--- config.mk ---
export PLATFORM = sky130hd
export DESIGN_NAME = bsnn_spike_voter
export DESIGN_NICKNAME = d
export VERILOG_FILES = /design/src/rtl/bsnn_spike_voter.sv
export SDC_FILE = /design/constraint.sdc
export NUM_CORES = 1
export LEC_CHECK = 0
export ABC_AREA = 1
export CAP_MARGIN = 20
export CORE_UTILIZATION = 58
export CTS_BUF_LIST = sky130_fd_sc_hd__clkbuf_8
export DETAILED_ROUTE_END_ITERATION = 7
export PLACE_DENSITY = 0.9
export SYNTH_ARGS = -nofsm -noshare
export SYNTH_HDL_FRONTEND = slang
export SYNTH_SLANG_ARGS = --single-unit
--- constraint.sdc ---
create_clock -name clk -period 14.6 [get_ports clk]
set_input_delay 3.65 -clock clk [delete_from_list [all_inputs] [get_ports clk]]
set_output_delay 3.65 -clock clk [all_outputs]
set_load 0.02 [all_outputs]
--- src/rtl/bsnn_spike_voter.sv ---
// ---------------------------------------------------------------------------
// bsnn_spike_voter
//
// Purpose:
//   Collects NUM_STEPS binary spike rows from the BSNN stream wrapper and
//   votes on a winning output class. Neurons are split into N_CLASSES equal
//   groups of G = N_NEURONS/N_CLASSES consecutive bits. Each accepted row
//   adds the popcount of every group to that class's accumulator. After the
//   last row, a sequential scan (one class per cycle) picks the class with
//   the highest count. Ties go to the lowest class index. The decision is
//   presented on a valid/ready output handshake.
//
// Ports:
//   clk          sole clock, rising edge
//   rst          synchronous active-high reset
//   valid_in     upstream spike row valid
//   ready_in     high only while accumulating (row can be accepted)
//   spikes_in    N_NEURONS-wide spike row; class c owns bits [c*G +: G]
//   valid_out    decision valid (held until ready_out)
//   ready_out    downstream accepts the decision
//   class_id     winning class index
//   class_score  accumulated spike count of the winning class
// ---------------------------------------------------------------------------
module bsnn_spike_voter #(
    parameter int N_NEURONS = 256,
    parameter int N_CLASSES = 8,
    parameter int NUM_STEPS = 4,
    localparam int G        = N_NEURONS / N_CLASSES,
    localparam int SCORE_W  = $clog2(G * NUM_STEPS + 1),
    localparam int ID_W     = (N_CLASSES > 1) ? $clog2(N_CLASSES) : 1
) (
    input  logic                 clk,
    input  logic                 rst,
    input  logic                 valid_in,
    output logic                 ready_in,
    input  logic [N_NEURONS-1:0] spikes_in,
    output logic                 valid_out,
    input  logic                 ready_out,
    output logic [ID_W-1:0]      class_id,
    output logic [SCORE_W-1:0]   class_score
);

    localparam int STEP_W = (NUM_STEPS > 1) ? $clog2(NUM_STEPS) : 1;
    localparam logic [STEP_W-1:0] LAST_STEP = STEP_W'(NUM_STEPS - 1);
    localparam logic [ID_W-1:0]   LAST_IDX  = ID_W'(N_CLASSES - 1);

    typedef enum logic [1:0] {
        ACCUM  = 2'd0,
        ARGMAX = 2'd1,
        OUTPUT = 2'd2
    } state_t;

    state_t              state_q, state_d;
    logic [SCORE_W-1:0]  acc_q [N_CLASSES];
    logic [SCORE_W-1:0]  acc_d [N_CLASSES];
    logic [STEP_W-1:0]   stepCnt_q, stepCnt_d;
    logic [ID_W-1:0]     scanIdx_q, scanIdx_d;
    logic [ID_W-1:0]     bestId_q, bestId_d;
    logic [SCORE_W-1:0]  bestScore_q, bestScore_d;
    logic                validOut_q, validOut_d;
    logic [ID_W-1:0]     classId_q, classId_d;
    logic [SCORE_W-1:0]  classScore_q, classScore_d;

    logic [SCORE_W-1:0]  classCount [N_CLASSES];
    logic [SCORE_W-1:0]  scanScore;
    logic                takeScan;
    logic [ID_W-1:0]     candId;
    logic [SCORE_W-1:0]  candScore;

    // Number of set bits in one class group. A group holds at most G spikes,
    // and G never exceeds the accumulator range, so SCORE_W bits are enough.
    function automatic logic [SCORE_W-1:0] popcount(input logic [G-1:0] bits);
        logic [SCORE_W-1:0] sum;
        sum = '0;
        for (int i = 0; i < G; i++) begin
            sum = sum + SCORE_W'(bits[i]);
        end
        return sum;
    endfunction

    // Per-class spike counts of the row currently on the input bus. They are
    // only added to the accumulators on an accepting edge.
    always_comb begin
        for (int c = 0; c < N_CLASSES; c++) begin
            classCount[c] = popcount(spikes_in[c*G +: G]);
        end
    end

    // Argmax candidate for the class under the scan index. Class 0 always
    // seeds the running best. A later class only displaces it when strictly
    // larger, which makes the lowest index win any tie.
    always_comb begin
        scanScore = acc_q[scanIdx_q];
        takeScan  = (scanIdx_q == '0) || (scanScore > bestScore_q);
        candId    = takeScan ? scanIdx_q : bestId_q;
        candScore = takeScan ? scanScore : bestScore_q;
    end

    // Next-state logic for the voter FSM.
    // ACCUM adds one row per handshake and leaves for ARGMAX on the final
    // step. ARGMAX walks the classes one per cycle and, on the last class,
    // latches the winner straight into the output registers. OUTPUT holds
    // the decision until the consumer takes it, then clears the
    // accumulators for the next decision. Rows offered during ARGMAX or
    // OUTPUT are ignored because ready_in is low there.
    always_comb begin
        state_d      = state_q;
        stepCnt_d    = stepCnt_q;
        scanIdx_d    = scanIdx_q;
        bestId_d     = bestId_q;
        bestScore_d  = bestScore_q;
        validOut_d   = validOut_q;
        classId_d    = classId_q;
        classScore_d = classScore_q;
        for (int c = 0; c < N_CLASSES; c++) begin
            acc_d[c] = acc_q[c];
        end

        case (state_q)
            ACCUM: begin
                if (valid_in) begin
                    for (int c = 0; c < N_CLASSES; c++) begin
                        acc_d[c] = acc_q[c] + classCount[c];
                    end
                    if (stepCnt_q == LAST_STEP) begin
                        stepCnt_d = '0;
                        scanIdx_d = '0;
                        state_d   = ARGMAX;
                    end else begin
                        stepCnt_d = stepCnt_q + STEP_W'(1);
                    end
                end
            end

            ARGMAX: begin
                bestId_d    = candId;
                bestScore_d = candScore;
                if (scanIdx_q == LAST_IDX) begin
                    classId_d    = candId;
                    classScore_d = candScore;
                    validOut_d   = 1'b1;
                    scanIdx_d    = '0;
                    state_d      = OUTPUT;
                end else begin
                    scanIdx_d = scanIdx_q + ID_W'(1);
                end
            end

            OUTPUT: begin
                if (ready_out) begin
                    validOut_d = 1'b0;
                    stepCnt_d  = '0;
                    scanIdx_d  = '0;
                    state_d    = ACCUM;
                    for (int c = 0; c < N_CLASSES; c++) begin
                        acc_d[c] = '0;
                    end
                end
            end

            default: begin
                state_d = ACCUM;
            end
        endcase
    end

    // State register. Reset wins over any handshake on the same edge and
    // throws away a partial accumulation or an unread decision.
    always_ff @(posedge clk) begin
        if (rst) begin
            state_q      <= ACCUM;
            stepCnt_q    <= '0;
            scanIdx_q    <= '0;
            bestId_q     <= '0;
            bestScore_q  <= '0;
            validOut_q   <= 1'b0;
            classId_q    <= '0;
            classScore_q <= '0;
            for (int c = 0; c < N_CLASSES; c++) begin
                acc_q[c] <= '0;
            end
        end else begin
            state_q      <= state_d;
            stepCnt_q    <= stepCnt_d;
            scanIdx_q    <= scanIdx_d;
            bestId_q     <= bestId_d;
            bestScore_q  <= bestScore_d;
            validOut_q   <= validOut_d;
            classId_q    <= classId_d;
            classScore_q <= classScore_d;
            for (int c = 0; c < N_CLASSES; c++) begin
                acc_q[c] <= acc_d[c];
            end
        end
    end

    // The input is ready only while accumulating. The decision outputs come
    // straight from registers.
    assign ready_in    = (state_q == ACCUM);
    assign valid_out   = validOut_q;
    assign class_id    = classId_q;
    assign class_score = classScore_q;

endmodule

==> metrics.md, run 1 <==
| Metric | Value |
|---|---|
| Crit path capture type | `flop` |
| Largest net degree at the start of global routing | `68` |
| Pwr dens | `between 200 and 250 nW/um^2` |
| Clock sinks | `97` |
| I/O Buffers | `between 200 and 300` |
| Worst-Margin Slew | `around 0.85 ns` |
| Final worst path period share | `0.5761` |
| Routed wl met2 | `15,580 um` |
| Vias in the first global route | `between 10,000 and 15,000` |
| CTS Buffer Depth | `2` |
| Critical Path RT | `14.92 ns` |
| Wl on met1 | `approximately 12,000 um` |
| Placeable Area | `roughly 21,000 um^2` |
| Mapped cell area | `around 13,000 um^2` |
| Starting Density | `0.5991` |
| Max layer used | `met4` |
| Critical path type | `in -> reg` |
| Pins Over Slew Limit | `0` |
| Final net count | `between 2,000 and 2,500` |
| VDD IR-drop max | `0.0001882 V` |
| Reg clk slew, reported paths | `roughly 0.10 ns` |
| Number of synthesized flops with an enable pin | `0` |
| Die W | `about 150 um` |
| Wire length on met3 | `2038 um` |
| Setup bufs post-CTS | `0` |
| FILL cells | `1,575` |
| FMAX | `approximately 0.12 GHz` |
| Gr ovfl total | `0` |
| Final Hold Vio Count | `0` |
| # IOs | `273` |
| RSZ-0062 raised after global routing | `no` |
| Clock Latency Late Sink | `slightly below 0.4 ns` |
| Async S/R FF share, synth | `0` |
| Syn avg cell area | `between 8 and 9 um^2` |
| CTS tree | `done` |
| Hold crit path type | `reg -> reg` |
| FF+latch count, synth | `between 90 and 100` |
| Row cnt | `between 50 and 60` |
| Sequential area share after synthesis | `0.1523` |
| HPWL after DPL | `around 25,000 um` |
| Total routed wirelength | `~30,000 um` |
| Tmin final | `about 8.4 ns` |
| Final Cell Area | `15,810 um^2` |
| Outcome | `completed` |
| Drt first pass iters | `6` |
| Max-slew headroom | `0.4334` |
| Critical path arrival | `8.73 ns` |
| Initial antenna violation count | `0` |
| Global-route wire length before repair | `slightly above 50,000 um` |
| Post-route ant nets | `0` |
| Number of max-cap violations | `0` |
| CTS Hold Buffers Added | `0` |
| Inserted Clock Buffers | `9` |
| Layout cells sized above 1 | `0.02446` |
| Antenna diode count | `0` |
| CP Launch Type | `input pin` |
| Final Setup Violations | `0` |
| Die H | `between 150 and 200 um` |
| Final GP Congestion | `just under 0.9` |
| Drt drc | `0` |
| Setup TNS | `0 ns` |
| Mapped Nets | `about 2,100` |
| Vias per cell | `between 5 and 6` |
| Placed cell areas | `between 15,000 and 20,000 um^2` |
| Clock root cell | `clkbuf_8` |
| Drt initial violations | `650` |
| Leakage | `8.067 nW` |
| Mapped Cells | `1,546` |
| Critical path fanouts, max | `3` |
| CTS H-tree lvls | `3` |
| Most used DFF post-synth | `dfxtp_1` |
| Clock skew | `approximately 0.015 ns` |
| Yosys cell types | `37` |
| Wire per inst | `approximately 14 um` |
| Total number of vias | `approximately 11,000` |
| Syn-to-layout area delta | `23.94%` |
| Post-CTS sizing | `0` |
| Die area | `22,580 um^2` |
| Ys Warns | `0` |
| GRT Util Overall | `0.2807` |
==> per-stage QoR <==
stage          worst slack (ns)  utilization  total power, mW  cells  hold WS, ns
3_5_place_dp              5.819       0.7329            3.665   2058       0.4607
2_1_floorplan             6.585            -            2.889   1546       0.4389
5_1_grt                   5.955       0.7425            4.424   2074       0.4932
6_report                  6.188       0.7425            3.881   2074       0.4717
3_3_place_gp              5.946       0.7329            3.489   2058       0.4467
4_1_cts                   6.199       0.7425            3.867   2074       0.4757
==> cell usage in the layout, fill, tap and decap left out, types with 5 or more instances in the layout <==
master	netlist	final
clkbuf_8	0	10
dfxtp_1	97	97
a31oi_1	5	5
o21ai_0	65	65
o211ai_1	7	7
nor2_1	66	66
ha_1	132	132
a21oi_1	121	121
nand3_1	73	73
inv_1	421	422
o21a_1	11	11
o21bai_1	5	5
or2_2	13	13
nand4_1	15	15
o22ai_1	23	23
o21ai_1	5	5
fa_1	208	208
a21o_1	6	6
clkdlybuf4s50_1	0	271
nand2_1	197	197
nand3b_1	15	15
==> flip-flops by register name, indices dropped and copies added, names as in the netlist, named ones only <==
register,flops
class_id,3
state_q,2
acc_q,64
valid_out,1
scanIdx_q,3
stepCnt_q,2
bestScore_q,8
class_score,8
bestId_q,3
==> metal layers <==
layer  up-vias  GRT usage
li1       5260          -
met4         0    0.09495
met5         -          0
met3        67    0.03364
met2       433     0.5101
met1      5175     0.3422
==> power breakdown <==
part | total (mW) | internal (mW) | leakage [nW] | switching [mW]
registers | 0.358 | 0.317 | 0.791 | 0.0410
logic | 3.34 | 1.41 | 7.17 | 1.92
clock network | 0.184 | 0.0845 | 0.104 | 0.0999
==> critical path, stage by stage <==
cell,delay [ns]
clkdlybuf4s50_1,0.47
inv_1,0.06
fa_1,0.56
fa_1,0.45
fa_1,0.51
fa_1,0.51
fa_1,0.53
fa_1,0.43
fa_1,0.42
fa_1,0.37
inv_1,0.10
nand2_1,0.08
a21oi_1,0.21
nor3_1,0.09
nand3b_1,0.16
a21oi_1,0.13
==> cell families (layout without fill, tap and decap cells) <==
group	count (synthesis)	in the layout	share of synthesized area
buffers and inverters	466	719	0.1452
and+or+nand+nor	389	389	0.1369
adders and majority gates	340	340	0.4560
AOI/OAI and AO/OA	254	254	0.1096
DFF	97	97	0.1523
==> path summary, 6_finish.rpt <==
| kind | from | to | slack (ns) | cells past startpoint |
|---|---|---|---|---|
| setup / recovery | spikes_in[197] | acc_q[6][4]$_SDFFE_PP0P_ | 6.19 | 16 |
| setup reg to reg | acc_q[6][0]$_SDFFE_PP0P_ | acc_q[6][4]$_SDFFE_PP0P_ | 9.94 | 14 |
| hold reg to reg | stepCnt_q[1]$_SDFFE_PP0P_ | stepCnt_q[1]$_SDFFE_PP0P_ | 0.47 | 2 |
| hold / removal | stepCnt_q[1]$_SDFFE_PP0P_ | stepCnt_q[1]$_SDFFE_PP0P_ | 0.47 | 2 |
==> layout make-up <==
| type | count | area (um^2) | share of cell area |
|---|---|---|---|
| repair buffers | 274 | 2733 | 0.1729 |
| clock buffers | 10 | 137.6 | 0.008708 |
| inverters | 429 | 1623 | 0.1027 |
| multi-input cells | 983 | 8959 | 0.5668 |
| well taps | 275 | 344.1 | 0.02177 |
| flip-flops and latches | 97 | 1942 | 0.1229 |
| clock inverters | 6 | 67.56 | 0.004275 |
==> cells in the mapped netlist, types with 2 or more instances <==
| master | number | area share |
|---|---|---|
| o22ai_1 | 23 | 0.011 |
| buf_6 | 7 | 0.0062 |
| a21o_1 | 6 | 0.0035 |
| dfxtp_1 | 97 | 0.15 |
| buf_4 | 3 | 0.0018 |
| ha_1 | 132 | 0.13 |
| nor2_4 | 3 | 0.0026 |
| nand3b_1 | 15 | 0.0088 |
| inv_4 | 2 | 0.00098 |
| buf_2 | 11 | 0.0043 |
| inv_2 | 4 | 0.0012 |
| nand3_1 | 73 | 0.029 |
| clkbuf_1 | 13 | 0.0038 |
| nand4_1 | 15 | 0.0074 |
| nor3_1 | 4 | 0.0016 |
| fa_1 | 208 | 0.33 |
| a21oi_1 | 121 | 0.047 |
| o21ai_0 | 65 | 0.026 |
| nand2_1 | 197 | 0.058 |
| o21bai_1 | 5 | 0.0029 |
| o21a_1 | 11 | 0.0065 |
| nor2_8 | 2 | 0.0031 |
| a211oi_1 | 2 | 0.0012 |
| o211ai_1 | 7 | 0.0041 |
| o2111ai_1 | 3 | 0.0021 |
| o21ai_1 | 5 | 0.0020 |
| or2_2 | 13 | 0.0064 |
| inv_1 | 421 | 0.12 |
| nor2_1 | 66 | 0.019 |
| a31oi_1 | 5 | 0.0025 |
No activity file was read; power rests on OpenSTA's default activity.
==> inputs of run 2 (changes only) <==
- CORE_UTILIZATION: 58 -> 54
- PLACE_DENSITY: 0.9 -> 0.84
- clock period: 14.6 -> 8.15 ns (I/O delays scaled with it)
==> run 2 against run 1 <==
Critical path type unchanged. Total power rose by 77%. First-iteration DRC count fell by 7.5%. Largest power group unchanged. Largest cell class unchanged. Global-route usage fell by 2.7 points. Clock skew rose by 0.0023 ns.
==> metrics.md, run 2 (synthesis gave the netlist of run 1 again) <==
| Metric | Value |
|---|---|
| Outcome | `completed` |
| Total routed wirelength | `~30,000 um` |
| Commonest cells after routing, fill and taps aside | `inv_1, clkdlybuf4s50_1, fa_1, nand2_1, ha_1` |
| # IOs | `273` |
| Final worst path period share | `0.8247` |
| Final net count | `between 2,000 and 2,500` |
| CTS tree | `done` |
| Most common cell after layout, fill and taps aside | `inv_1` |
| Final Cell Area | `15,880 um^2` |
| Clock sinks | `97` |
| Die W | `155.7 um` |
| CTS Buffer Depth | `2` |
| I/O Buffers | `272` |
| Slowest CP cell | `fa_1` |
| Pins Over Slew Limit | `0` |
| Setup bufs post-CTS | `0` |
| CTS H-tree lvls | `3` |
| Max reg flops | `64` |
| Leakage | `between 8 and 9 nW` |
| FMAX | `0.1488 GHz` |
| Placed instance count | `2,095` |
| Syn-to-layout area delta | `24.50%` |
| Placeable Area | `~23,000 um^2` |
| Power, Total | `6.886 mW` |
| Post-route ant nets | `0` |
| Post-route insts no fill | `between 2,000 and 2,500` |
| Gr ovfl total | `0` |
| CP Launch Type | `input pin` |
| CTS Hold Buffers Added | `0` |
| Clock Latency Late Sink | `roughly 0.38 ns` |
| Drt first pass iters | `5` |
| Vias per cell | `5.115` |
| Core Util, Final | `0.6928` |
| Critical path's most frequent cell | `fa_1` |
| Final GP Congestion | `between 0.8 and 0.9` |
| Worst-Margin Slew | `around 1 ns` |
| Slowest stage delay, CP | `about 0.55 ns` |
| Global-route wire length before repair | `49,740 um` |
| Cells along the critical path | `clkdlybuf4s50_1, fa_1, inv_1, fa_1, fa_1, fa_1, fa_1, fa_1, fa_1, fa_1, inv_1, nand2_1, a21oi_1, nor3_1, nand3b_1, a21oi_1` |
| Wire per inst | `between 10 and 15 um` |
| Starting Density | `0.5565` |
| Max-slew headroom | `0.3333` |
| HPWL after DPL | `around 25,000 um` |
| Critical path arrival | `7.03 ns` |
| Critical Path RT | `around 8.5 ns` |
| Tmin final | `between 6 and 7 ns` |
| Die area | `24,230 um^2` |
| Setup TNS | `0 ns` |
| Antenna diode count | `0` |
| Pre-CTS WS | `just under 1 ns` |
| Clock skew | `roughly 0.017 ns` |
| Vias in the first global route | `between 10,000 and 15,000` |
| Crit path capture type | `flop` |
| Largest net degree at the start of global routing | `68` |
| Post-CTS sizing | `0` |
| FILL cells | `around 1,800` |
| Reg clk slew, reported paths | `~0.10 ns` |
| Final Hold Vio Count | `0` |
| Hold crit path type | `reg -> reg` |
| Initial antenna violation count | `0` |
| Placed cell areas | `15,640 um^2` |
| VDD IR-drop max | `between 0.0002 and 0.0003 V` |
| Drt initial violations | `about 600` |
| Die H | `around 160 um` |
| Inserted Clock Buffers | `9` |
| Total number of vias | `between 10,000 and 15,000` |
| Critical path fanouts, max | `3` |
| Clock root cell | `clkbuf_8` |
| Row cnt | `55` |
| Most flops, register | `acc_q` |
| Final Hold Slack | `0.4726 ns` |
| Drt drc | `0` |
| Critical path type | `in -> reg` |
| RSZ-0062 raised after global routing | `no` |
| Layout cells sized above 1 | `0.02501` |
| Worst setup margin | `1.429 ns` |
| Final Setup Violations | `0` |
| Number of max-cap violations | `0` |
| Pwr dens | `433.7 nW/um^2` |
| GRT Util Overall | `0.2537` |
-- run 2: changes by cell type in the layout (fill, tap and decap cells not counted), sizes merged --
cell,before,now
clkinv,3,1
inv,430,432
clkbuf,10,9
clkinvlp,1,2
-- run 2: where the power goes --
group	leakage [nW]	internal [mW]	switching, mW
sequential	0.791	0.567	0.0718
combinational	7.18	2.53	3.38
clock	0.100	0.148	0.192
-- run 2: worst max-delay path, delay by kind of cell --
kind,cells,cell delay [ns]
buffers and inverters,3,0.58
AO/OA/AOI/OAI,2,0.31
adder cells (fa/ha/maj),8,3.80
AND/OR/NAND/NOR,3,0.30
-- run 2: area by class of cell --
type	count	area, um^2	share of cell area
repair buffers	274	2753	0.1734
flip-flops and latches	97	1942	0.1223
multi-input cells	983	8959	0.5643
well taps	313	391.6	0.02467
clock buffers	9	123.9	0.007802
inverters	429	1623	0.1022
clock inverters	7	85.08	0.005359
-- run 2: worst paths after layout --
path              cells after the start                      from                       end  slack [ns]
setup reg to reg                     14  acc_q[7][0]$_SDFFE_PP0P_  acc_q[7][4]$_SDFFE_PP0P_        3.63
hold reg to reg                       2  acc_q[1][7]$_SDFFE_PP0P_  acc_q[1][7]$_SDFFE_PP0P_        0.47
setup / recovery                     16            spikes_in[160]  acc_q[5][4]$_SDFFE_PP0P_        1.43
hold / removal                        2  acc_q[1][7]$_SDFFE_PP0P_  acc_q[1][7]$_SDFFE_PP0P_        0.47
-- run 2: layer usage --
layer	GRT usage	part of all wire
met3	0.03083	0.053
met4	0.05089	0.015
met2	0.4589	0.51
met1	0.3258	0.42
met5	0	0
